## src/rtl/evm_pkg.sv

```systemverilog
`default_nettype none
// +----------------------------------------------------------------------+
// | evm_pkg: ballot FSM encoding, default sizes and bit-vector helpers.  |
// | Rev 1.0                                                              |
// +----------------------------------------------------------------------+
package evm_pkg;

  typedef enum logic [1:0] {
    ST_IDLE  = 2'd0,
    ST_ARMED = 2'd1,
    ST_CAST  = 2'd2,
    ST_HOLD  = 2'd3
  } state_t;

  localparam int N_CAND_DEF = 4;
  localparam int CNT_W_DEF  = 8;
  localparam int MAX_CAND   = 32;

  function automatic logic [MAX_CAND-1:0] onehot(input int unsigned idx);
    logic [MAX_CAND-1:0] v;
    for (int i = 0; i < MAX_CAND; i++) begin
      v[i] = (idx == unsigned'(i));
    end
    return v;
  endfunction

  function automatic int unsigned popcount(input logic [MAX_CAND-1:0] v);
    int unsigned cnt;
    cnt = 0;
    for (int i = 0; i < MAX_CAND; i++) begin
      if (v[i]) begin
        cnt++;
      end
    end
    return cnt;
  endfunction

endpackage : evm_pkg
`default_nettype wire

```

## src/rtl/evm_vote_counter_bank.sv

```systemverilog
`default_nettype none
// +----------------------------------------------------------------------+
// | evm_vote_counter_bank: saturating per-candidate and total vote       |
// | counters with a registered result readout.                          |
// | Rev 1.0                                                              |
// +----------------------------------------------------------------------+
module evm_vote_counter_bank
  import evm_pkg::*;
#(
  parameter int N_CAND = N_CAND_DEF,
  parameter int CNT_W  = CNT_W_DEF,
  parameter int SEL_W  = 2
) (
  input  logic              clk,
  input  logic              reset,
  input  logic [N_CAND-1:0] inc,
  input  logic              result_mode,
  input  logic [SEL_W-1:0]  result_sel,
  output logic [CNT_W-1:0]  result_count,
  output logic [CNT_W-1:0]  total_votes
);

  localparam logic [CNT_W-1:0] c_cnt_max = {CNT_W{1'b1}};

  logic [CNT_W-1:0] r_count [N_CAND];
  logic [CNT_W-1:0] r_total;
  logic [CNT_W-1:0] r_result;
  logic [CNT_W-1:0] w_sel_count;

  // Saturation is tested before the add so a full counter never wraps.
  always_ff @(posedge clk) begin
    if (reset) begin
      for (int i = 0; i < N_CAND; i++) begin
        r_count[i] <= '0;
      end
      r_total <= '0;
    end else begin
      for (int i = 0; i < N_CAND; i++) begin
        if (inc[i] && (r_count[i] != c_cnt_max)) begin
          r_count[i] <= r_count[i] + CNT_W'(1);
        end
      end
      if ((|inc) && (r_total != c_cnt_max)) begin
        r_total <= r_total + CNT_W'(1);
      end
    end
  end

  // Out-of-range selects fall through to zero.
  always_comb begin
    w_sel_count = '0;
    for (int i = 0; i < N_CAND; i++) begin
      if (result_sel == SEL_W'(i)) begin
        w_sel_count = r_count[i];
      end
    end
  end

  always_ff @(posedge clk) begin
    if (reset) begin
      r_result <= '0;
    end else if (!result_mode) begin
      r_result <= '0;
    end else begin
      r_result <= w_sel_count;
    end
  end

  assign result_count = r_result;
  assign total_votes  = r_total;

endmodule : evm_vote_counter_bank
`default_nettype wire

```

## src/rtl/evm_ballot_controller.sv

```systemverilog
`default_nettype none
// +----------------------------------------------------------------------+
// | evm_ballot_controller: one-ballot-per-enable sequencer with button  |
// | arbitration, timeout, confirmation hold and results readout.        |
// | Rev 1.0                                                              |
// +----------------------------------------------------------------------+
module evm_ballot_controller
  import evm_pkg::*;
#(
  parameter int N_CAND      = N_CAND_DEF,
  parameter int CNT_W       = CNT_W_DEF,
  parameter int SEL_W       = 2,
  parameter int HOLD_CYCLES = 4,
  parameter int TIMEOUT     = 16
) (
  input  logic              clk,
  input  logic              reset,
  input  logic              ballot_en,
  input  logic [N_CAND-1:0] cand_pulse,
  input  logic              result_mode,
  input  logic [SEL_W-1:0]  result_sel,
  output logic              ready,
  output logic [N_CAND-1:0] vote_led,
  output logic [N_CAND-1:0] vote_inc,
  output logic              invalid,
  output logic              timeout,
  output logic [CNT_W-1:0]  result_count,
  output logic [CNT_W-1:0]  total_votes
);

  // One timer serves both the ARMED timeout and the HOLD duration.
  localparam int TMR_MAX = (TIMEOUT > HOLD_CYCLES) ? TIMEOUT : HOLD_CYCLES;
  localparam int TMR_W   = (TMR_MAX > 1) ? $clog2(TMR_MAX) : 1;
  localparam logic [TMR_W-1:0] c_timeout_last = TMR_W'(TIMEOUT - 1);
  localparam logic [TMR_W-1:0] c_hold_last    = TMR_W'(HOLD_CYCLES - 1);

  state_t            r_state, w_state_nxt;
  logic [TMR_W-1:0]  r_tmr, w_tmr_nxt;
  logic [SEL_W-1:0]  r_idx, w_idx_nxt;
  logic              r_invalid, w_invalid_nxt;
  logic              r_timeout, w_timeout_nxt;
  logic [SEL_W-1:0]  w_press_idx;
  int unsigned       w_npress;
  logic [N_CAND-1:0] w_idx_oh;
  logic [N_CAND-1:0] w_commit_oh;

  always_comb begin
    w_npress = popcount(MAX_CAND'(cand_pulse));
  end

  always_comb begin
    w_press_idx = '0;
    for (int i = 0; i < N_CAND; i++) begin
      if (cand_pulse[i]) begin
        w_press_idx = SEL_W'(i);
      end
    end
  end

  always_comb begin
    w_idx_oh = N_CAND'(onehot(32'(r_idx)));
  end

  always_ff @(posedge clk) begin
    if (reset) begin
      r_state   <= ST_IDLE;
      r_tmr     <= '0;
      r_idx     <= '0;
      r_invalid <= 1'b0;
      r_timeout <= 1'b0;
    end else begin
      r_state   <= w_state_nxt;
      r_tmr     <= w_tmr_nxt;
      r_idx     <= w_idx_nxt;
      r_invalid <= w_invalid_nxt;
      r_timeout <= w_timeout_nxt;
    end
  end

  always_comb begin
    w_state_nxt   = r_state;
    w_tmr_nxt     = r_tmr;
    w_idx_nxt     = r_idx;
    w_invalid_nxt = 1'b0;
    w_timeout_nxt = 1'b0;
    case (r_state)
      ST_IDLE: begin
        w_tmr_nxt = '0;
        if (ballot_en && !result_mode) begin
          w_state_nxt = ST_ARMED;
        end
      end
      ST_ARMED: begin
        w_tmr_nxt = r_tmr + TMR_W'(1);
        // Closing the poll discards the ballot silently; a valid press beats expiry.
        if (result_mode) begin
          w_state_nxt = ST_IDLE;
          w_tmr_nxt   = '0;
        end else if (w_npress == 1) begin
          w_state_nxt = ST_CAST;
          w_idx_nxt   = w_press_idx;
          w_tmr_nxt   = '0;
        end else begin
          w_invalid_nxt = (w_npress > 1);
          if (r_tmr == c_timeout_last) begin
            w_state_nxt   = ST_IDLE;
            w_timeout_nxt = 1'b1;
            w_tmr_nxt     = '0;
          end
        end
      end
      ST_CAST: begin
        w_state_nxt = ST_HOLD;
        w_tmr_nxt   = '0;
      end
      ST_HOLD: begin
        w_tmr_nxt = r_tmr + TMR_W'(1);
        if (r_tmr == c_hold_last) begin
          w_state_nxt = ST_IDLE;
          w_tmr_nxt   = '0;
        end
      end
      default: begin
        w_state_nxt = ST_IDLE;
        w_tmr_nxt   = '0;
      end
    endcase
  end

  assign w_commit_oh = (r_state == ST_CAST) ? w_idx_oh : '0;

  evm_vote_counter_bank #(
    .N_CAND (N_CAND),
    .CNT_W  (CNT_W),
    .SEL_W  (SEL_W)
  ) u_bank (
    .clk          (clk),
    .reset        (reset),
    .inc          (w_commit_oh),
    .result_mode  (result_mode),
    .result_sel   (result_sel),
    .result_count (result_count),
    .total_votes  (total_votes)
  );

  assign ready    = (r_state == ST_ARMED);
  assign vote_inc = w_commit_oh;
  assign vote_led = (r_state == ST_HOLD) ? w_idx_oh : '0;
  assign invalid  = r_invalid;
  assign timeout  = r_timeout;

endmodule : evm_ballot_controller
`default_nettype wire

```

## config.mk

```make
export PLATFORM = sky130hd
export DESIGN_NAME = evm_ballot_controller
export DESIGN_NICKNAME = d
export VERILOG_FILES = /design/src/rtl/evm_pkg.sv /design/src/rtl/evm_vote_counter_bank.sv /design/src/rtl/evm_ballot_controller.sv
export SDC_FILE = /design/constraint.sdc
export NUM_CORES = 1
export LEC_CHECK = 0
export ABC_AREA = 1
export BUFFER_PORTS_ARGS = -buffer_cell sky130_fd_sc_hd__clkbuf_2
export CORE_UTILIZATION = 28
export CTS_CLUSTER_DIAMETER = 200
export DETAILED_ROUTE_END_ITERATION = 16
export PLACE_DENSITY = 0.41
export SYNTH_ARGS = -nofsm -noshare
export SYNTH_HDL_FRONTEND = slang
export SYNTH_SLANG_ARGS = --single-unit
```

## constraint.sdc

```tcl
create_clock -name clk -period 2.55 [get_ports clk]
set_clock_uncertainty 0.2 [all_clocks]
set_input_delay 0.1275 -clock clk [delete_from_list [all_inputs] [get_ports clk]]
set_output_delay 0.1275 -clock clk [all_outputs]
set_load 0.05 [all_outputs]
```

==> out/summary.txt <==
====================================================================================
Number of warnings reported in the yosys synthesis log                             0
Master of the slowest instance on the critical path                     sky130_fd_sc_hd__dlygate4sd3_1
Drt initial violations                                                           113
Shortest period the worst path allows                                        2470 ps
Total vias in the final route                                                  2,567
Clock transition at the registers of the reported paths                        70 ps
Synth Instances                                                                  375
Fmax                                                                         405 MHz
Number of primary I/O pins                                                        37
Largest net degree at the start of global routing                                 13
Met3 Track Usage GR                                                            4.38%
H-tree depth                                                                       3
Clock tree buffer depth                                                            2
Number of nets in the layout                                                     442
Number of vias per cell after detailed routing                                  4.56
Setup TNS Final                                                                 0 ps
Top-area cell type share of the netlist area                                   31.1%
Element type at the critical path start                                   input port
Max-slew violations                                                                0
All-layer global routing usage                                                 13.7%
DIE HEIGHT                                                                    107 µm
Nature of the critical path endpoint                                            flop
EDFF count, synth                                                                 32
Pwr/cell area                                                             576 mW/mm²
Syn_nets                                                                         394
Post-synthesis cell type with the largest combined area                 sky130_fd_sc_hd__edfxtp_1
Main synth FF type                                                      sky130_fd_sc_hd__edfxtp_1
Hold crit path type                                                           in2reg
Most used routing layer                                                         met2
Weighted congestion at the end of routability-driven global placement          0.791
Final-report hold violation count                                                  0
GR met2 Demand/Resource                                                        21.6%
Actual slew at the worst max-slew pin                                         561 ps
Met1 usage in global routing                                                   18.0%
Average instance area after synthesis                                       8.24 µm²
Layout Cell Area excl Fill                                               0.00370 mm²
Initial antenna violation count                                                    0
Highest fanout seen on the critical path                                           4
Antenna diode count                                                                0
Detail-routed net length per standard cell                                   12.9 µm
Port Buffer Count                                                                 36
Longest individual stage delay on the worst path                              530 ps
Worst endpoint required time                                                 2550 ps
Proportion of layout cells with a drive suffix above 1                         15.0%
Final setup viols                                                                  0
FF/Latch Area                                                            0.00148 mm²
Cell Area, Synth                                                         0.00309 mm²
Number of distinct library cells after synthesis                                  32
Half-perimeter wire length after detailed placement                          5450 µm
Cells along the critical path                                           dlygate4sd3_1 -> clkbuf_2 -> inv_1 -> ha_1 -> inv_1 -> nand2_1 -> nand2_1 -> inv_1 -> ha_1 -> or2_2 -> nand2_2 -> nand3_4 -> a21boi_0 -> nor3_1
Top cells by area in the synthesized netlist                            sky130_fd_sc_hd__edfxtp_1, sky130_fd_sc_hd__dfxtp_1, sky130_fd_sc_hd__nand2_1
Max-cap violation count                                                            0
TritonCTS clock tree                                                           built
Number of global-route vias before repair                                      2,467
Most frequently used cell type in the post-synthesis netlist            sky130_fd_sc_hd__nand2_1
Antenna-violating nets left                                                        0
Post-detailed-routing wire length                                            7240 µm
Wire length of the first global-routing pass                               12,200 µm
Area growth from synthesis to layout                                           19.9%
Core area                                                                 0.0105 mm²
Final worst slack                                                            83.4 ps
Length of the first detailed-routing pass in iterations                            4
Root Buffer Master                                                      sky130_fd_sc_hd__clkbuf_8
Die X-Extent                                                                  107 µm
Placed cell areas                                                        0.00343 mm²
Cell type with the highest occurrence count on the critical path        sky130_fd_sc_hd__inv_1
Number of buffers inserted during clock tree synthesis                             9
Reported leakage power                                                    0.00160 µW
Initial Util                                                                   29.4%
Final cycle utilization of the critical path                                   96.7%
Number of sinks on the clock net                                                  58
CP Data Arrival Time                                                         2470 ps
Power consumption                                                            2130 µW
Clock latency at the later pin of the worst-skew pair                         330 ps
Max-slew headroom at the worst pin                                             62.5%
GRT overflow                                                                       0
Place WS                                                                      210 ps
Number of cell rows                                                               37
Die Outline Area                                                          0.0115 mm²
Asr flop ratio synth                                                              0%
Sequential cell area fraction in the yosys report                              47.9%
Count of state elements after synthesis                                           58
Combined area of the multi-input logic cells                             0.00141 mm²
Worst slack on hold paths                                                    66.7 ps
Most numerous cell types in the synthesized netlist                     sky130_fd_sc_hd__nand2_1, sky130_fd_sc_hd__nor2_1, sky130_fd_sc_hd__inv_1, sky130_fd_sc_hd__edfxtp_1, sky130_fd_sc_hd__nand3_1
Setup Crit Path Kind                                                          in2reg
Fill cell instance count of the final layout                                   1,124
DRC errors left                                                                    0
Status                                                                  finished clean
Max rail drop VDD                                                           0.203 mV
====================================================================================
metal layers:
metal,vias to the layer above,wire length [µm]
met3,4,281
met5,-,0
met4,0,61
met2,47,3190
met1,1187,3710
li1,1329,-
per-stage QoR:
| stage | std cells | utilization, % |
|---|---|---|
| 5_1_grt | 563 | 35.3 |
| 6_report | 563 | 35.3 |
| 2_1_floorplan | 375 | - |
| 4_1_cts | 563 | 35.0 |
| 3_3_place_gp | 542 | 32.6 |
| 3_5_place_dp | 542 | 32.6 |
critical path, delay by kind of cell:
family | cells | cell delay (ps)
fa+ha+maj | 2 | 540
simple gates | 6 | 720
buf+inv | 5 | 810
compound gates | 1 | 270
layout make-up:
| cell class | count | share of cell area, % |
|---|---|---|
| well taps | 136 | 4.59 |
| repair buffers | 43 | 6.69 |
| clock inverters | 2 | 0.236 |
| multi-input cells | 256 | 38.1 |
| inverters | 55 | 5.57 |
| clock buffers | 13 | 4.86 |
| flip-flops and latches | 58 | 40.0 |
timing repair:
item                       in CTS  in global routing
setup endpoints to repair       0                  6
hold endpoints to repair        7                  0
hold buffers                    6                  0
buffers inserted                0                  0
gates resized for setup         0                  6
final timing paths:
path                                            start                     to  slack, ps  cells after the start
worst max register to register  u_bank.r_count[0][16]  u_bank.r_count[0][23]        440                      7
worst min register to register               r_tmr[0]               r_tmr[0]        270                      1
worst max-delay path                    cand_pulse[1]               r_tmr[3]         80                     14
worst min-delay path                      result_mode               r_tmr[1]         70                      6
cell usage in the layout, fill, tap and decap left out, drive strengths merged, types with 8 or more instances in the layout:
master  synthesis  layout
clkbuf          4      49
dfxtp          26      26
nor3           16      16
inv            54      54
ha              9       9
nand3          32      32
nor2           55      55
a21oi          16      16
xor2           22      22
o21ai           8       8
edfxtp         32      32
nand2          69      69
registers in the layout, summed over array words and instances, names as in the netlist, named ones only:
register and count:
timeout 1, u_bank.total_votes 8, r_idx 2, r_state 1, u_bank.result_count 8, invalid 1, r_tmr 4, u_bank.r_count 32
cell families (layout without fill, tap and decap cells):
| logic type | after synthesis | count (layout) | synth area share, % |
|---|---|---|---|
| XOR/XNOR | 27 | 27 | 7.65 |
| AND/OR/NAND/NOR | 182 | 182 | 26.1 |
| flip-flops | 58 | 58 | 47.9 |
| AO/OA/AOI/OAI | 38 | 38 | 7.21 |
| buffers and inverters | 61 | 113 | 7.49 |
| adder cells (fa/ha/maj) | 9 | 9 | 3.64 |
power by group:
part / switching, µW / leakage, µW / internal, µW
logic: 179 / 0.000961 / 75.5
clock network: 363 / 0.0000981 / 456
registers: 37.2 / 0.000542 / 1020
total: 580 / 0.00160 / 1560
Note: power is estimated with default switching activity, not from simulation.
